## config.mk

```make
export PLATFORM = sky130hd
export DESIGN_NAME = stripe_cfg_sched
export DESIGN_NICKNAME = d
export VERILOG_FILES = /design/src/rtl/stripe_cfg_sched_pkg.sv /design/src/rtl/stripe_cfg_sched_rr_arbiter.sv /design/src/rtl/stripe_cfg_sched.sv
export SDC_FILE = /design/constraint.sdc
export NUM_CORES = 1
export LEC_CHECK = 0
export ABC_AREA = 1
export BUFFER_PORTS_ARGS = -buffer_cell sky130_fd_sc_hd__buf_4
export CELL_PAD_IN_SITES_DETAIL_PLACEMENT = 1
export CELL_PAD_IN_SITES_GLOBAL_PLACEMENT = 1
export CORE_UTILIZATION = 42
export CTS_CLUSTER_SIZE = 30
export DETAILED_ROUTE_END_ITERATION = 10
export GPL_ROUTABILITY_DRIVEN = 0
export PLACE_DENSITY = 0.85
export SYNTH_ARGS = -nofsm -noshare
export SYNTH_HDL_FRONTEND = slang
export SYNTH_SLANG_ARGS = --single-unit
```

## constraint.sdc

```tcl
create_clock -name clk -period 4 [get_ports clk]
set_input_delay 0.2 -clock clk [delete_from_list [all_inputs] [get_ports clk]]
set_output_delay 0.2 -clock clk [all_outputs]
set_load 0.005 [all_outputs]
```

## src/rtl/stripe_cfg_sched_pkg.sv

```systemverilog
// -----------------------------------------------------------------------------
// stripe_cfg_sched_pkg
// Shared definitions for the NodeStripe configuration scheduler:
//   - FSM state encoding (IDLE=0, LOAD=1, COMMIT=2, HOLD=3)
//   - descriptor field indices in stream order and the descriptor length
// No ports; imported by stripe_cfg_sched.
// -----------------------------------------------------------------------------
package stripe_cfg_sched_pkg;

    typedef enum logic [1:0] {
        ST_IDLE   = 2'd0,
        ST_LOAD   = 2'd1,
        ST_COMMIT = 2'd2,
        ST_HOLD   = 2'd3
    } state_t;

    // Descriptor words arrive in this order on the stream.
    localparam logic [2:0] F_INSTR    = 3'd0;
    localparam logic [2:0] F_TAG_A    = 3'd1;
    localparam logic [2:0] F_TAG_B    = 3'd2;
    localparam logic [2:0] F_STRIDE_A = 3'd3;
    localparam logic [2:0] F_STRIDE_B = 3'd4;
    localparam logic [2:0] F_ITER_LIM = 3'd5;
    localparam int         DESC_WORDS = 6;

endpackage

```

## src/rtl/stripe_cfg_sched_rr_arbiter.sv

```systemverilog
// -----------------------------------------------------------------------------
// rr_arbiter
// Purely combinational round-robin arbiter: picks the lowest requesting index
// at or after ptr, wrapping from N-1 back to 0.
// Ports:
//   req  in   N      request vector
//   ptr  in   PTR_W  index with highest priority this round
//   gnt  out  N      one-hot winner, 0 when no request
//   any  out  1      at least one request present
// -----------------------------------------------------------------------------
module rr_arbiter #(
    parameter int N     = 8,
    parameter int PTR_W = (N > 1) ? $clog2(N) : 1
) (
    input  logic [N-1:0]     req,
    input  logic [PTR_W-1:0] ptr,
    output logic [N-1:0]     gnt,
    output logic             any
);

    always_comb begin
        int  j;
        logic found;
        gnt   = '0;
        found = 1'b0;
        j     = 0;
        // Scan N positions starting at ptr; first hit wins.
        for (int k = 0; k < N; k++) begin
            j = int'(ptr) + k;
            if (j >= N) begin
                j = j - N;
            end
            if (!found && req[j]) begin
                gnt[j] = 1'b1;
                found  = 1'b1;
            end
        end
    end

    assign any = |req;

endmodule

```

## src/rtl/stripe_cfg_sched.sv

```systemverilog
// -----------------------------------------------------------------------------
// stripe_cfg_sched
// Schedules configuration of the NodeStripe array. A round-robin arbiter
// grants one requesting stripe; a 6-word descriptor is then streamed in and
// a one-hot write strobe is pulsed to the granted stripe.
// Ports:
//   clk, rst (async, active-low)
//   req[N]            per-stripe level request
//   grant[N]          one-hot current grant
//   desc_valid/ready  descriptor stream handshake, desc_data[DESC_WIDTH]
//   cfg_instr, cfg_tag_a, cfg_tag_b, cfg_stride_a, cfg_stride_b, cfg_iter_lim
//                     shared configuration bus
//   cfg_wr[N]         one-hot 1-cycle write strobe
//   busy              high whenever not IDLE
//   drop              1-cycle pulse when a descriptor is discarded
// -----------------------------------------------------------------------------
module stripe_cfg_sched
    import stripe_cfg_sched_pkg::*;
#(
    parameter int N_STRIPES   = 8,
    parameter int TAG_WIDTH   = 12,
    parameter int INSTR_WIDTH = 7,
    parameter int DESC_WIDTH  = 16
) (
    input  logic                   clk,
    input  logic                   rst,
    input  logic [N_STRIPES-1:0]   req,
    output logic [N_STRIPES-1:0]   grant,
    input  logic                   desc_valid,
    input  logic [DESC_WIDTH-1:0]  desc_data,
    output logic                   desc_ready,
    output logic [INSTR_WIDTH-1:0] cfg_instr,
    output logic [TAG_WIDTH-1:0]   cfg_tag_a,
    output logic [TAG_WIDTH-1:0]   cfg_tag_b,
    output logic [TAG_WIDTH-1:0]   cfg_stride_a,
    output logic [TAG_WIDTH-1:0]   cfg_stride_b,
    output logic [TAG_WIDTH-1:0]   cfg_iter_lim,
    output logic [N_STRIPES-1:0]   cfg_wr,
    output logic                   busy,
    output logic                   drop
);

    localparam int PTR_W = (N_STRIPES > 1) ? $clog2(N_STRIPES) : 1;

    state_t                 r_state;
    logic [PTR_W-1:0]       r_rr_ptr;
    logic [2:0]             r_word_cnt;
    logic [N_STRIPES-1:0]   r_grant;
    logic                   r_desc_ready;
    logic [INSTR_WIDTH-1:0] r_instr;
    logic [TAG_WIDTH-1:0]   r_tag_a;
    logic [TAG_WIDTH-1:0]   r_tag_b;
    logic [TAG_WIDTH-1:0]   r_stride_a;
    logic [TAG_WIDTH-1:0]   r_stride_b;
    logic [TAG_WIDTH-1:0]   r_iter_lim;
    logic [N_STRIPES-1:0]   r_cfg_wr;
    logic                   r_busy;
    logic                   r_drop;

    logic [N_STRIPES-1:0]   w_arb_gnt;
    logic                   w_arb_any;
    logic [PTR_W-1:0]       w_gnt_idx;
    logic [PTR_W-1:0]       w_next_ptr;
    logic                   w_owner_req;
    logic                   w_beat;
    logic                   w_unused_desc;

    rr_arbiter #(
        .N     (N_STRIPES),
        .PTR_W (PTR_W)
    ) u_arb (
        .req (req),
        .ptr (r_rr_ptr),
        .gnt (w_arb_gnt),
        .any (w_arb_any)
    );

    // Encode the one-hot grant back to an index for the pointer update.
    always_comb begin
        w_gnt_idx = '0;
        for (int k = 0; k < N_STRIPES; k++) begin
            if (r_grant[k]) begin
                w_gnt_idx = PTR_W'(k);
            end
        end
    end

    assign w_next_ptr  = (w_gnt_idx == PTR_W'(N_STRIPES - 1)) ? '0 : w_gnt_idx + 1'b1;
    assign w_owner_req = |(req & r_grant);
    assign w_beat      = desc_valid && r_desc_ready;

    // Upper descriptor bits beyond each field width are intentionally ignored.
    assign w_unused_desc = &{1'b0, desc_data};

    always_ff @(posedge clk or negedge rst) begin
        if (!rst) begin
            r_state      <= ST_IDLE;
            r_rr_ptr     <= '0;
            r_word_cnt   <= '0;
            r_grant      <= '0;
            r_desc_ready <= 1'b0;
            r_instr      <= '0;
            r_tag_a      <= '0;
            r_tag_b      <= '0;
            r_stride_a   <= '0;
            r_stride_b   <= '0;
            r_iter_lim   <= '0;
            r_cfg_wr     <= '0;
            r_busy       <= 1'b0;
            r_drop       <= 1'b0;
        end else begin
            r_cfg_wr <= '0;
            r_drop   <= 1'b0;
            case (r_state)
                ST_IDLE: begin
                    if (w_arb_any) begin
                        r_grant      <= w_arb_gnt;
                        r_desc_ready <= 1'b1;
                        r_busy       <= 1'b1;
                        r_state      <= ST_LOAD;
                    end
                end
                ST_LOAD: begin
                    // Words are consumed even if the grant was withdrawn, so
                    // the stream stays aligned for the next descriptor.
                    if (w_beat) begin
                        case (r_word_cnt)
                            F_INSTR:    r_instr    <= desc_data[INSTR_WIDTH-1:0];
                            F_TAG_A:    r_tag_a    <= desc_data[TAG_WIDTH-1:0];
                            F_TAG_B:    r_tag_b    <= desc_data[TAG_WIDTH-1:0];
                            F_STRIDE_A: r_stride_a <= desc_data[TAG_WIDTH-1:0];
                            F_STRIDE_B: r_stride_b <= desc_data[TAG_WIDTH-1:0];
                            default:    r_iter_lim <= desc_data[TAG_WIDTH-1:0];
                        endcase
                        if (r_word_cnt == F_ITER_LIM) begin
                            r_word_cnt   <= '0;
                            r_desc_ready <= 1'b0;
                            r_state      <= ST_COMMIT;
                        end else begin
                            r_word_cnt <= r_word_cnt + 3'd1;
                        end
                    end
                end
                ST_COMMIT: begin
                    if (w_owner_req) begin
                        r_cfg_wr <= r_grant;
                    end else begin
                        r_drop <= 1'b1;
                    end
                    r_rr_ptr <= w_next_ptr;
                    r_state  <= ST_HOLD;
                end
                ST_HOLD: begin
                    // Keep the grant until the stripe lowers req, so a still
                    // asserted level request is not taken as a new one.
                    if (!w_owner_req) begin
                        r_grant <= '0;
                        r_busy  <= 1'b0;
                        r_state <= ST_IDLE;
                    end
                end
                default: r_state <= ST_IDLE;
            endcase
        end
    end

    assign grant        = r_grant;
    assign desc_ready   = r_desc_ready;
    assign cfg_instr    = r_instr;
    assign cfg_tag_a    = r_tag_a;
    assign cfg_tag_b    = r_tag_b;
    assign cfg_stride_a = r_stride_a;
    assign cfg_stride_b = r_stride_b;
    assign cfg_iter_lim = r_iter_lim;
    assign cfg_wr       = r_cfg_wr;
    assign busy         = r_busy;
    assign drop         = r_drop;

endmodule

```

# Yosys cells after proc, flatten, opt, wreduce, memory -nomap -nowiden
# Cells that the tools add are included.
# word_totals
word_cells	207
register_bits	94
inputBits	27
out_inout_bits	86
# classes
n_reduce_logical	41
eq_ne	13
n_addsub	17
n_bitwise	9
n_mux	89
n_lt_le_gt_ge	24
# ops
op	n
>= comparator 32 x 1 -> 1 bit, second input constant	8
< comparator 32 x 5 -> 1 bit, second input constant	8
two-way mux 32 bit	8
>= comparator 32 x 5 -> 1 bit, second input constant	7
subtractor 32 x 5 -> 32 bit, second input constant	7
two-way mux 8 bit	11
bitwise OR 8 bit	7
two-way mux 1 bit	38
binary-select mux 1 bit (select 3 bit)	8
demux 1 bit (select 3 bit)	8
AND reduction 3 bit	7
two-way mux 3 bit	6
adder 3 x 3 -> 4 bit, second input constant	4
logical AND 1 bit	16
case mux 8 bit (2 select lines)	1
OR reduction 8 bit	2
two-way mux 2 bit	6
equality test 3 bit, second input constant	3
adder 3 x 2 -> 4 bit, second input constant	2
bitwise AND 8 bit	1
case mux 2 bit (4 select lines)	1
AND reduction 4 bit	2
logical NOT 1 bit	7
adder 3 x 1 -> 3 bit, second input constant	2
other kinds (16)	23

# Logic depth before layout (Yosys ltp)
# Gate-level depths: netlist of the first run.
# logic_depth
ltp_word	29
depth_mapped	18
depth_no_buf	15

# Modules after synthesis
# From an unflattened synthesis of the first run, not the netlist that was laid out.
# hier_totals
hier_cells	660
hier_area_um2	5306.3
# by_module_without_submodules
mod	cells_per_inst	instances	seq_area_each_um2	area_per_inst_um2
stripe_cfg_sched	397	1	2352.3	3950.0
rr_arbiter	263	1	0.0	1356.3

# Worst setup path after synthesis of the first run
# Ideal clock, no wire load.
# synth_timing
path_type	reg2reg
startpoint	register r_rr_ptr[0]
endpoint	register r_grant[4], in the netlist grant[4]
t_arrival_ns	2.503
required_time_ns	3.934
setup_ns	0.066
path_slack_ns	1.432
n_path_buf	4
stages_incl_launch_ff	18
period_less_slack_ns	2.568
cell_sequence	dfrtp_1 > inv_2 > buf_6 > clkbuf_1 > ha_1 > inv_1 > buf_2 > nand3_1 > nand2_1 > nand2_1 > nand2_1 > nand4_2 > nor2_4 > buf_6 > nand4_1 > nand3_1 > nand2_1 > nand2_1
# synth_between
elab_chain_len	29
elab_cells_between_ends	133
cone_classes	add/sub: 15; order compare: 24; mux: 65; bitwise: 7; reduce/logical: 22
# synth_lines
element	line	text
start, declared	stripe_cfg_sched.sv:46	logic [PTR_W-1:0] r_rr_ptr;
start signal, assigned	stripe_cfg_sched.sv:150	r_rr_ptr <= w_next_ptr;
branches (longest 26 deep; another with subtractor 32 x 5 -> 32 bit)	--	
two-way mux 8 bit (*)	stripe_cfg_sched_rr_arbiter.sv:33	if (!found && req[j]) begin
two-way mux 8 bit (*)	stripe_cfg_sched.sv:116	if (w_arb_any) begin
case mux 8 bit (2 select lines) (*)	stripe_cfg_sched.sv:114	case (r_state)
end signal, assigned	stripe_cfg_sched.sv:117	r_grant <= w_arb_gnt;
end, declared	stripe_cfg_sched.sv:48	logic [N_STRIPES-1:0] r_grant;
# Every way passes the cells marked *. The select of a mux whose other input is x is not followed.
# A chain may end at the register's enable or synchronous reset.

# Final worst setup path of the first run
# layout_timing
startpoint	register r_rr_ptr[0]
endpoint	register r_grant[7], in the netlist grant[7]
# The elaborated chain is that of the path after synthesis.

==> metrics.csv, run 1 <==
stage,metric,value,unit
worst_hold_path,Worst Hold Path EP,cfg_tag_b[9]$_DFFE_PN0P_,
finish,ant diodes,0,
worst_hold_path,min-delay worst type,input pin to flip-flop,
synthesis,post-synth cell types,34,
place,Final HPWL DP,11.5,mm
worst_setup_path,Required @ worst endpoint,4270,ps
worst_setup_path,Worst Setup Start Kind,flip-flop,
worst_setup_path,CP Capture Type,flip-flop,
synthesis,number of synthesized flops with an enable pin,0,
die,Die Height,110,um
clock_network,clock tree buffer depth,2,
worst_hold_path,Hold Crit Depth,3,
synthesis,"top cells by area, synth","dfrtp_1 48%, nand2_1 12%, o21ai_0 7.9%",
power,pwr dens,790,nW/um2
timing,fmax,0.303,GHz
detailed_routing,DRC viols,0,
finish,fillers,1425,
detailed_routing,post-detailed-route count of antenna-violating nets,0,
worst_setup_path,Worst R2R Setup Slack,700,ps
detailed_routing,Vias,4801,
worst_setup_path,"Max FO, Critical Path",21,
die,Die Area,12200,um2
finish,post-route cell area,6130,um2
synthesis,share of the synthesized area in the top cell type,47.7,%
place,placed cell area,5840,um2
detailed_routing,routed length per instance,17.9,um
clock_network,Post-CTS Setup Bufs,0,
timing,endpoints failing setup,0,
finish,layout overhead on the synthesized area,24.3,%
global_route,global-route wire length before repair,24.7,mm
worst_setup_path,Crit Reg-Reg Startpoint,r_rr_ptr[0]$_DFFE_PN0P_,
timing,Final Hold Fails,0,
worst_setup_path,CP arrival,3570,ps
worst_setup_path,R2R cell count,13,
synthesis,sequential area share after synthesis,47.7,%
worst_hold_path,hold_sp,desc_data[9],
worst_setup_path,"Largest stage delay, worst path",480,ps
global_route,largest net degree at the start of global routing,54,
worst_setup_path,reg-to-reg endpoint,grant[7]$_DFFE_PN0P_,
synthesis,Yosys warnings,0,
synthesis,Cells after Synth,622,
clock_network,clock tree sinks,94,
die,Ports,113,
timing,Final Max Tran Viols,0,
flow_run,total of max-cap violations,0,
global_route,gr ovfl total,0,
timing,RSZ-0062 raised after global routing,false,
global_route,vias in the first global route,4899,
power,Leakage Power,0.00317,uW
timing,Slew headroom,31.1,%
die,Placeable Area,11400,um2
power,peak supply drop,0.000474,V
timing,worst slew pin tran,1030,ps
worst_setup_path,CP dominant cell by count,nand2_1,
worst_setup_path,CP max stage cell,ha_1,
worst_setup_path,ordered list of cells on the worst path,inv_2 -> ha_1 -> inv_1 -> nand3_1 -> nand2_1 -> nand2_1 -> nand2_1 -> nand4_2 -> nor2_4 -> nand4_1 -> nand3_1 -> nand2_1 -> nand2_1,
detailed_routing,drt pass-1 iters,4,
place,port bufs,108,
synthesis,most frequent cells after synthesis,"163 x nand2_1, 94 x dfrtp_1, 78 x o21ai_0",
clock_network,post-cts sizing count,0,
clock_network,insertion delay to the later sink of the worst-skew pair,340,ps
synthesis,async set-reset flop share out of synthesis,100,%
timing,Final period util,82.5,%
synthesis,"Cell Area, Synth",4930,um2
detailed_routing,routed vias/inst,5.51,
die,Row Count,39,
clock_network,CTS tree,built,
global_route,Global Route Usage Sum,26.8,%
clock_network,cts hold-fix bufs,1,
finish,Layout Nets,765,
outcome,status,"complete, no violations",
detailed_routing,first-iteration detailed-routing DRC count,255,
synthesis,"area leader, netlist",dfrtp_1,
synthesis,Mapped Avg Cell Area,7.93,um2
synthesis,post-synth net total,663,
timing,Period minus WS final,3300,ps
worst_setup_path,Crit Path Class,flip-flop to flip-flop,
die,Die Wd,110,um
die,Starting Density,43.2,%
timing,TNS Setup,0,ps
clock_network,Worst-path clk slew,70,ps
clock_network,TritonCTS Buffers,9,
global_route,initial antenna violation count,0,
clock_network,H-tree level count,3,
clock_network,clk root buf,clkbuf_16,
detailed_routing,final wirelength,15.6,mm
synthesis,register bit total from synthesis,94,
finish,layout cell share with drive strength beyond 1,21.1,%
synthesis,most frequent cell after synthesis,nand2_1,
timing,Worst Skew,6.59,ps
synthesis,Post-synth top flop,dfrtp_1,
==> critical path, delay by kind of cell, from the launching register on <==
family                   cells  cell delay [ps]
adder cells (fa/ha/maj)      1              480
AND/OR/NAND/NOR             10             1600
flip-flops                   1              390
buffers and inverters        2              750
==> cell type report <==
cell class                      instances  area (um2)  area share, %
Timing Repair Buffer                  113         851           13.9
Clock inverter                          6        45.0          0.735
Clock buffer                           10         239           3.90
Multi-Input combinational cell        447        2240           36.6
Tap cell                              143         179           2.92
Inverter                               59         221           3.61
Sequential cell                        94        2350           38.4
==> how the worst max path moves through the flow <==
stage                       startpoint                    to  slack, ps  depth (start not counted)
6_report       r_rr_ptr[0]$_DFFE_PN0P_  grant[7]$_DFFE_PN0P_        700                         13
5_1_grt        r_rr_ptr[0]$_DFFE_PN0P_  grant[6]$_DFFE_PN0P_        440                         13
4_1_cts        r_rr_ptr[0]$_DFFE_PN0P_  grant[7]$_DFFE_PN0P_        740                         13
3_5_place_dp   r_rr_ptr[0]$_DFFE_PN0P_  grant[7]$_DFFE_PN0P_        760                         13
3_3_place_gp   r_rr_ptr[0]$_DFFE_PN0P_  grant[5]$_DFFE_PN0P_        890                         13
2_1_floorplan  r_rr_ptr[0]$_DFFE_PN0P_  grant[4]$_DFFE_PN0P_       1430                         17
==> power breakdown <==
part	total, uW	internal, uW	switching (uW)
clock	818	442	376
sequential	1490	1250	243
combinational	2530	873	1660
total	4840	2570	2280
==> flip-flops by register name, summed over array words and instances (netlist names) <==
| register | cells |
|---|---|
| cfg_tag_b | 12 |
| cfg_tag_a | 12 |
| busy | 1 |
| r_state | 2 |
| desc_ready | 1 |
| grant | 8 |
| drop | 1 |
| cfg_instr | 7 |
| r_rr_ptr | 3 |
| cfg_iter_lim | 12 |
| cfg_stride_b | 12 |
| cfg_wr | 8 |
| cfg_stride_a | 12 |
| r_word_cnt | 3 |
==> kinds of logic after synthesis <==
group	after synthesis	share of synthesized area [%]
compound gates	88	9.42
simple gates	340	31.5
fa+ha+maj	14	3.55
buf+inv	81	6.80
flops	94	47.7
xor+xnor	5	1.04
==> routing by layer <==
metal	global-route usage, %	routed length, um
met1	32.6	6560
met2	46.3	7790
met5	0	0
met4	6.48	199
met3	8.47	1060
==> metrics by stage <==
| stage | hold WS [ps] | setup slack, ps | cells | utilization (%) | total power, uW |
|---|---|---|---|---|---|
| after floorplan | -95.6 | 1430 | 622 | - | 3060 |
| after global placement | 267 | 886 | 855 | 51.1 | 3840 |
| after detailed placement | 275 | 761 | 855 | 51.1 | 4000 |
| after CTS | 194 | 741 | 872 | 53.7 | 4840 |
| after global routing | 213 | 438 | 872 | 53.7 | 5200 |
| final | 195 | 700 | 872 | 53.7 | 4840 |
==> placed cells by master (no fill, tap or decap), types with 2 or more instances in the layout <==
cell type,netlist,routed
clkbuf_16,0,9
a221oi_1,2,2
nand2_4,2,2
nand4_1,21,21
inv_2,2,2
nand2_1,163,163
nand3_1,67,67
buf_4,1,112
xnor2_1,3,3
nor3_1,18,18
dfrtp_1,94,94
o21ai_0,78,78
o211ai_1,2,2
inv_6,0,2
nand2_2,11,11
a21oi_1,2,2
clkinvlp_4,0,3
ha_1,14,14
nor2_1,49,49
inv_1,57,57
nand3_2,3,3
Power figures use the tool's default switching activity.
==> run 2, diff against run 1 <==
--- a/config.mk
+++ b/config.mk
@@ -9,11 +9,11 @@
 export BUFFER_PORTS_ARGS = -buffer_cell sky130_fd_sc_hd__buf_4
 export CELL_PAD_IN_SITES_DETAIL_PLACEMENT = 1
 export CELL_PAD_IN_SITES_GLOBAL_PLACEMENT = 1
-export CORE_UTILIZATION = 42
+export CORE_UTILIZATION = 36
 export CTS_CLUSTER_SIZE = 30
 export DETAILED_ROUTE_END_ITERATION = 10
 export GPL_ROUTABILITY_DRIVEN = 0
-export PLACE_DENSITY = 0.85
+export PLACE_DENSITY = 0.77
 export SYNTH_ARGS = -nofsm -noshare
 export SYNTH_HDL_FRONTEND = slang
 export SYNTH_SLANG_ARGS = --single-unit
==> constraint.sdc (replaced) <==
create_clock -name clk -period 2.97 [get_ports clk]
set_input_delay 0.1485 -clock clk [delete_from_list [all_inputs] [get_ports clk]]
set_output_delay 0.1485 -clock clk [all_outputs]
set_load 0.005 [all_outputs]
==> metrics.csv, run 2 (synthesized netlist as in run 1, its figures left out) <==
stage,metric,value,unit
outcome,status,"complete, no violations",
place,placed cell area,5970,um2
timing,endpoints failing setup,0,
die,Die Wd,119,um
detailed_routing,drt pass-1 iters,4,
timing,Worst Skew,6.52,ps
worst_setup_path,Worst Setup Start Kind,flip-flop,
finish,post-route cell area,6260,um2
global_route,met3 usage,7.28,%
finish,ant diodes,0,
power,switching power share of the total,45.7,%
worst_setup_path,CP Capture Type,flip-flop,
timing,Final WS setup,489,ps
place,pre-CTS setup slack,514,ps
global_route,largest net degree at the start of global routing,56,
timing,worst slew pin tran,718,ps
detailed_routing,routed vias/inst,5.15,
power,Clock power frac,16.7,%
timing,RSZ-0062 raised after global routing,false,
finish,layout overhead on the synthesized area,27.1,%
clock_network,post-cts sizing count,0,
clock_network,Worst-path clk slew,60,ps
global_route,gr ovfl total,0,
worst_setup_path,"Max FO, Critical Path",16,
timing,Final Max Tran Viols,0,
worst_setup_path,Worst R2R Setup Slack,490,ps
worst_setup_path,family with the most delay on the worst path,simple AND/OR/NAND/NOR gates,
detailed_routing,first-iteration detailed-routing DRC count,197,
power,pwr dens,1060,nW/um2
flow_run,total of max-cap violations,0,
finish,"commonest cells after routing, fill and taps aside","163 x nand2_1, 124 x buf_4, 94 x dfrtp_1, 78 x o21ai_0, 67 x nand3_1",
place,port bufs,108,
detailed_routing,Vias,4718,
power,sequential power share,29.9,%
timing,fmax,0.403,GHz
place,Final HPWL DP,12.0,mm
detailed_routing,DRC viols,0,
die,Starting Density,37.1,%
timing,TNS Setup,0,ps
worst_setup_path,Crit Path Class,flip-flop to flip-flop,
detailed_routing,post-detailed-route count of antenna-violating nets,0,
global_route,met2 Use GR,38.8,%
clock_network,clock tree sinks,94,
power,Combinational Power Share,53.4,%
power,peak supply drop,0.000412,V
power,sw power,3050,uW
finish,"most common cell after layout, fill and taps aside",nand2_1,
die,Die Area,14200,um2
clock_network,H-tree level count,3,
clock_network,CTS tree,built,
global_route,Global Route Usage Sum,22.8,%
worst_setup_path,CP arrival,2770,ps
timing,Slew headroom,52.0,%
worst_setup_path,"Largest stage delay, worst path",430,ps
worst_setup_path,ordered list of cells on the worst path,inv_2 -> ha_1 -> inv_1 -> nand3_2 -> nand3_1 -> nand2_2 -> nor2_2 -> nand4_2 -> nor2_4 -> nand4_1 -> nand3_1 -> nand2_1 -> nand2_1,
worst_hold_path,min-delay worst type,input pin to flip-flop,
power,Leakage Power,0.00324,uW
finish,layout cell share with drive strength beyond 1,22.3,%
clock_network,Post-CTS Setup Bufs,0,
die,Placeable Area,13300,um2
die,Die Height,119,um
clock_network,insertion delay to the later sink of the worst-skew pair,350,ps
finish,Layout Nets,777,
detailed_routing,final wirelength,15.5,mm
die,Row Count,42,
global_route,M1 GR Usage,26.9,%
clock_network,TritonCTS Buffers,9,
power,P_int,3610,uW
timing,Final Hold Fails,0,
timing,Final period util,83.5,%
worst_setup_path,Required @ worst endpoint,3260,ps
global_route,global-route wire length before repair,25.3,mm
finish,fillers,1644,
global_route,GRT busiest layer,met2,
worst_setup_path,Buf/Inv on CP,2,
worst_setup_path,CP max stage cell,dfrtp_1,
detailed_routing,routed length per instance,16.9,um
clock_network,clock tree buffer depth,2,
global_route,vias in the first global route,5040,
die,Ports,113,
global_route,initial antenna violation count,0,
clock_network,clk root buf,clkbuf_16,
timing,Period minus WS final,2480,ps
finish,post-layout util,47.1,%
[run 2: cell types whose count changed in the layout (fill, tap and decap cells not counted), sizes merged]
| cell | before | now |
|---|---|---|
| buf | 112 | 124 |
| clkbuf | 10 | 13 |
| clkinvlp | 3 | 1 |
| inv | 61 | 59 |
| clkinv | 1 | 2 |
[run 2: per-layer routing]
layer,share of wire (%),vias to the layer above
met5,0,-
met1,41,2295
met2,49,127
met3,7.3,29
li1,-,2267
met4,2.2,0
[run 2: worst paths after layout]
kind                       cells after the start                          end                      from
max in group asynchronous                      3  cfg_stride_a[3]$_DFFE_PN0P_                       rst
min in group asynchronous                      2     cfg_instr[6]$_DFFE_PN0P_                       rst
min                                            3  cfg_stride_a[9]$_DFFE_PN0P_              desc_data[9]
max                                           13         grant[1]$_DFFE_PN0P_   r_rr_ptr[0]$_DFFE_PN0P_
min reg2reg                                    2     cfg_tag_a[7]$_DFFE_PN0P_  cfg_tag_a[7]$_DFFE_PN0P_
max reg2reg                                   13         grant[1]$_DFFE_PN0P_   r_rr_ptr[0]$_DFFE_PN0P_
[run 2: layout make-up]
type                    count  area (um2)  share of cell area, %
well taps                 176         220                   3.52
multi-input cells         447        2240                   35.8
clock buffers              13         270                   4.31
repair buffers            125         941                   15.0
inverters                  59         221                   3.54
flip-flops and latches     94        2350                   37.5
clock inverters             3        17.5                  0.280
[run 2: repair_timing]
| action | in CTS | in global routing |
|---|---|---|
| endpoints found under the hold margin | 53 | 0 |
| hold buffers | 1 | 0 |
| setup endpoints to repair | 0 | 0 |
[run 2: stage by stage]
stage	total power (uW)	std cells	hold slack (ps)
3_3_place_gp	5330	900	232
6_report	6660	917	144
5_1_grt	7170	917	161
3_5_place_dp	5530	900	237
2_1_floorplan	4120	622	-147
4_1_cts	6680	917	144
[run 2: worst min-delay path, stage by stage]
cell     delay (ps)
buf_4            70
inv_1            70
o21ai_0         160
[run 2: power groups by stage]
stage / Combinational (uW) / Sequential [uW] / Clock, uW
after global placement: 3360 / 1970 / 0
after CTS: 3560 / 1990 / 1130
after detailed placement: 3530 / 2000 / 0
after floorplan: 2150 / 1980 / 0
final: 3550 / 1990 / 1110
after global routing: 3950 / 2040 / 1180
==> run 3, diff against run 2 <==
==> constraint.sdc (replaced) <==
create_clock -name clk -period 2.2 [get_ports clk]
set_input_delay 0.11 -clock clk [delete_from_list [all_inputs] [get_ports clk]]
set_output_delay 0.11 -clock clk [all_outputs]
set_load 0.005 [all_outputs]
==> metrics.csv, run 3 (synthesized netlist as in run 1, its figures left out) <==
stage,metric,value,unit
die,Starting Density,37.1,%
detailed_routing,routed length per instance,17.6,um
finish,ant diodes,0,
timing,Final Max Tran Viols,0,
detailed_routing,post-detailed-route count of antenna-violating nets,0,
clock_network,CTS tree,built,
detailed_routing,Vias,4888,
finish,"commonest cells after routing, fill and taps aside","153 x nand2_1, 138 x buf_4, 93 x dfrtp_1, 78 x o21ai_0, 60 x nand3_1",
worst_setup_path,CP Capture Type,flip-flop,
timing,endpoints failing setup,0,
detailed_routing,routed vias/inst,5.21,
worst_setup_path,R2R cell count,13,
detailed_routing,final wirelength,16.5,mm
timing,Final period util,99.8,%
finish,Layout Nets,799,
finish,layout overhead on the synthesized area,36.6,%
timing,Slew headroom,56.5,%
global_route,largest net degree at the start of global routing,52,
finish,"most common cell after layout, fill and taps aside",nand2_1,
die,Ports,113,
timing,worst hold slack,103,ps
die,Die Area,14200,um2
place,Final HPWL DP,12.2,mm
clock_network,clock tree sinks,94,
finish,post-layout util,50.7,%
outcome,status,"complete, no violations",
clock_network,clock tree buffer depth,2,
timing,RSZ-0062 raised after global routing,true,
worst_setup_path,"Max FO, Critical Path",8,
worst_setup_path,Worst R2R Setup Slack,4,ps
detailed_routing,DRC viols,0,
place,placed cells,916,
timing,Final Hold Fails,0,
clock_network,TritonCTS Buffers,9,
worst_setup_path,Crit Path Class,flip-flop to flip-flop,
timing,Period minus WS final,2200,ps
flow_run,total of max-cap violations,0,
worst_setup_path,Required @ worst endpoint,2480,ps
die,Placeable Area,13300,um2
timing,TNS Setup,0,ps
power,Tot Pwr,10500,uW
detailed_routing,first-iteration detailed-routing DRC count,188,
global_route,vias in the first global route,5103,
timing,worst slew pin tran,652,ps
finish,layout cell share with drive strength beyond 1,28.0,%
clock_network,clk root buf,clkbuf_16,
worst_setup_path,CP arrival,2480,ps
clock_network,Worst-path clk slew,70,ps
worst_setup_path,Worst Setup Start Kind,flip-flop,
worst_hold_path,Worst Hold Path EP,cfg_stride_b[11]$_DFFE_PN0P_,
worst_hold_path,Hold Crit Depth,3,
global_route,Global Route Usage Sum,23.5,%
timing,fmax,0.455,GHz
worst_hold_path,hold_sp,desc_data[11],
die,Row Count,42,
timing,Worst Skew,6.06,ps
detailed_routing,drt pass-1 iters,4,
finish,fillers,1605,
die,Die Height,119,um
global_route,global-route wire length before repair,26.3,mm
worst_setup_path,Crit Reg-Reg Startpoint,r_rr_ptr[0]$_DFFE_PN0P_,
power,pwr dens,1560,nW/um2
clock_network,insertion delay to the later sink of the worst-skew pair,340,ps
power,peak supply drop,0.000557,V
worst_setup_path,reg-to-reg endpoint,grant[4]$_DFFE_PN0P_,
finish,Final Non-Filler Cells,939,
place,port bufs,108,
global_route,initial antenna violation count,0,
die,Die Wd,119,um
power,Leakage Power,0.00341,uW
global_route,gr ovfl total,0,
worst_hold_path,min-delay worst type,input pin to flip-flop,
clock_network,H-tree level count,3,
-- run 3: cell count changes in the layout (fill, tap and decap cells not counted), moves of 4 or more --
cell,change
buf_12,+4
buf_4,+14
inv_1,-4
inv_4,+4
nand2_1,-10
nand2_2,+5
nand2_4,+4
nand3_1,-7
nand3_4,+4
-- run 3: how the worst max path moves through the flow --
stage	start	to	slack, ps	depth (start not counted)
6_report	r_rr_ptr[0]$_DFFE_PN0P_	grant[4]$_DFFE_PN0P_	4	13
5_1_grt	r_rr_ptr[0]$_DFFE_PN0P_	grant[0]$_DFFE_PN0P_	-120	14
4_1_cts	r_rr_ptr[0]$_DFFE_PN0P_	grant[3]$_DFFE_PN0P_	30	16
3_5_place_dp	r_rr_ptr[1]$_DFFE_PN0P_	grant[3]$_DFFE_PN0P_	-100	13
3_3_place_gp	r_rr_ptr[0]$_DFFE_PN0P_	grant[3]$_DFFE_PN0P_	10	14
2_1_floorplan	r_rr_ptr[0]$_DFFE_PN0P_	grant[4]$_DFFE_PN0P_	3	16
-- run 3: cell type report --
cell class / count / area (um2) / area share (%)
clock buffers: 10 / 229 / 3.40
clock inverters: 6 / 86.3 / 1.28
inverters: 59 / 236 / 3.51
multi-input cells: 447 / 2420 / 36.0
flip-flops and latches: 94 / 2350 / 34.9
well taps: 176 / 220 / 3.27
repair buffers: 147 / 1190 / 17.6
-- run 3: what timing repair did --
action                                  CTS  global route
gates cloned                              0             1
hold endpoints to repair                 48             0
endpoints found under the setup margin    8            21
setup buffers                             1             4
pin swaps                                 1            15
gates resized for setup                   4            35
hold buffers                              1             0
-- run 3: where the power goes --
group | switching (uW) | internal [uW] | total (uW)
Sequential | 412 | 2280 | 2690
Clock | 654 | 994 | 1650
Combinational | 3640 | 2520 | 6160
-- run 3: critical path, stage by stage (launching register included) --
cell and delay, ps:
dfrtp_2 430, inv_4 70, ha_4 340, nand3_1 160
nand2_1 110, nand2_1 80, nand2_4 120, buf_12 130
nand4_4 170, nor2_1 200, nor2_1 80, nand3_1 110
nand2_1 70, nand2_1 50
-- run 3: stage by stage --
stage	area (um2)	worst slack, ps
finish	6740	4.47
global route	6740	-118
CTS	6520	28.5
detailed placement	6170	-96.8
global placement	6170	14.6
floorplan	5020	2.52
-- run 3: routing by layer --
| layer | track usage (%) | share of wire, % |
|---|---|---|
| met5 | 0 | 0 |
| met4 | 4.11 | 0.99 |
| met3 | 7.18 | 6.7 |
| met2 | 40.1 | 49 |
| met1 | 29.4 | 43 |
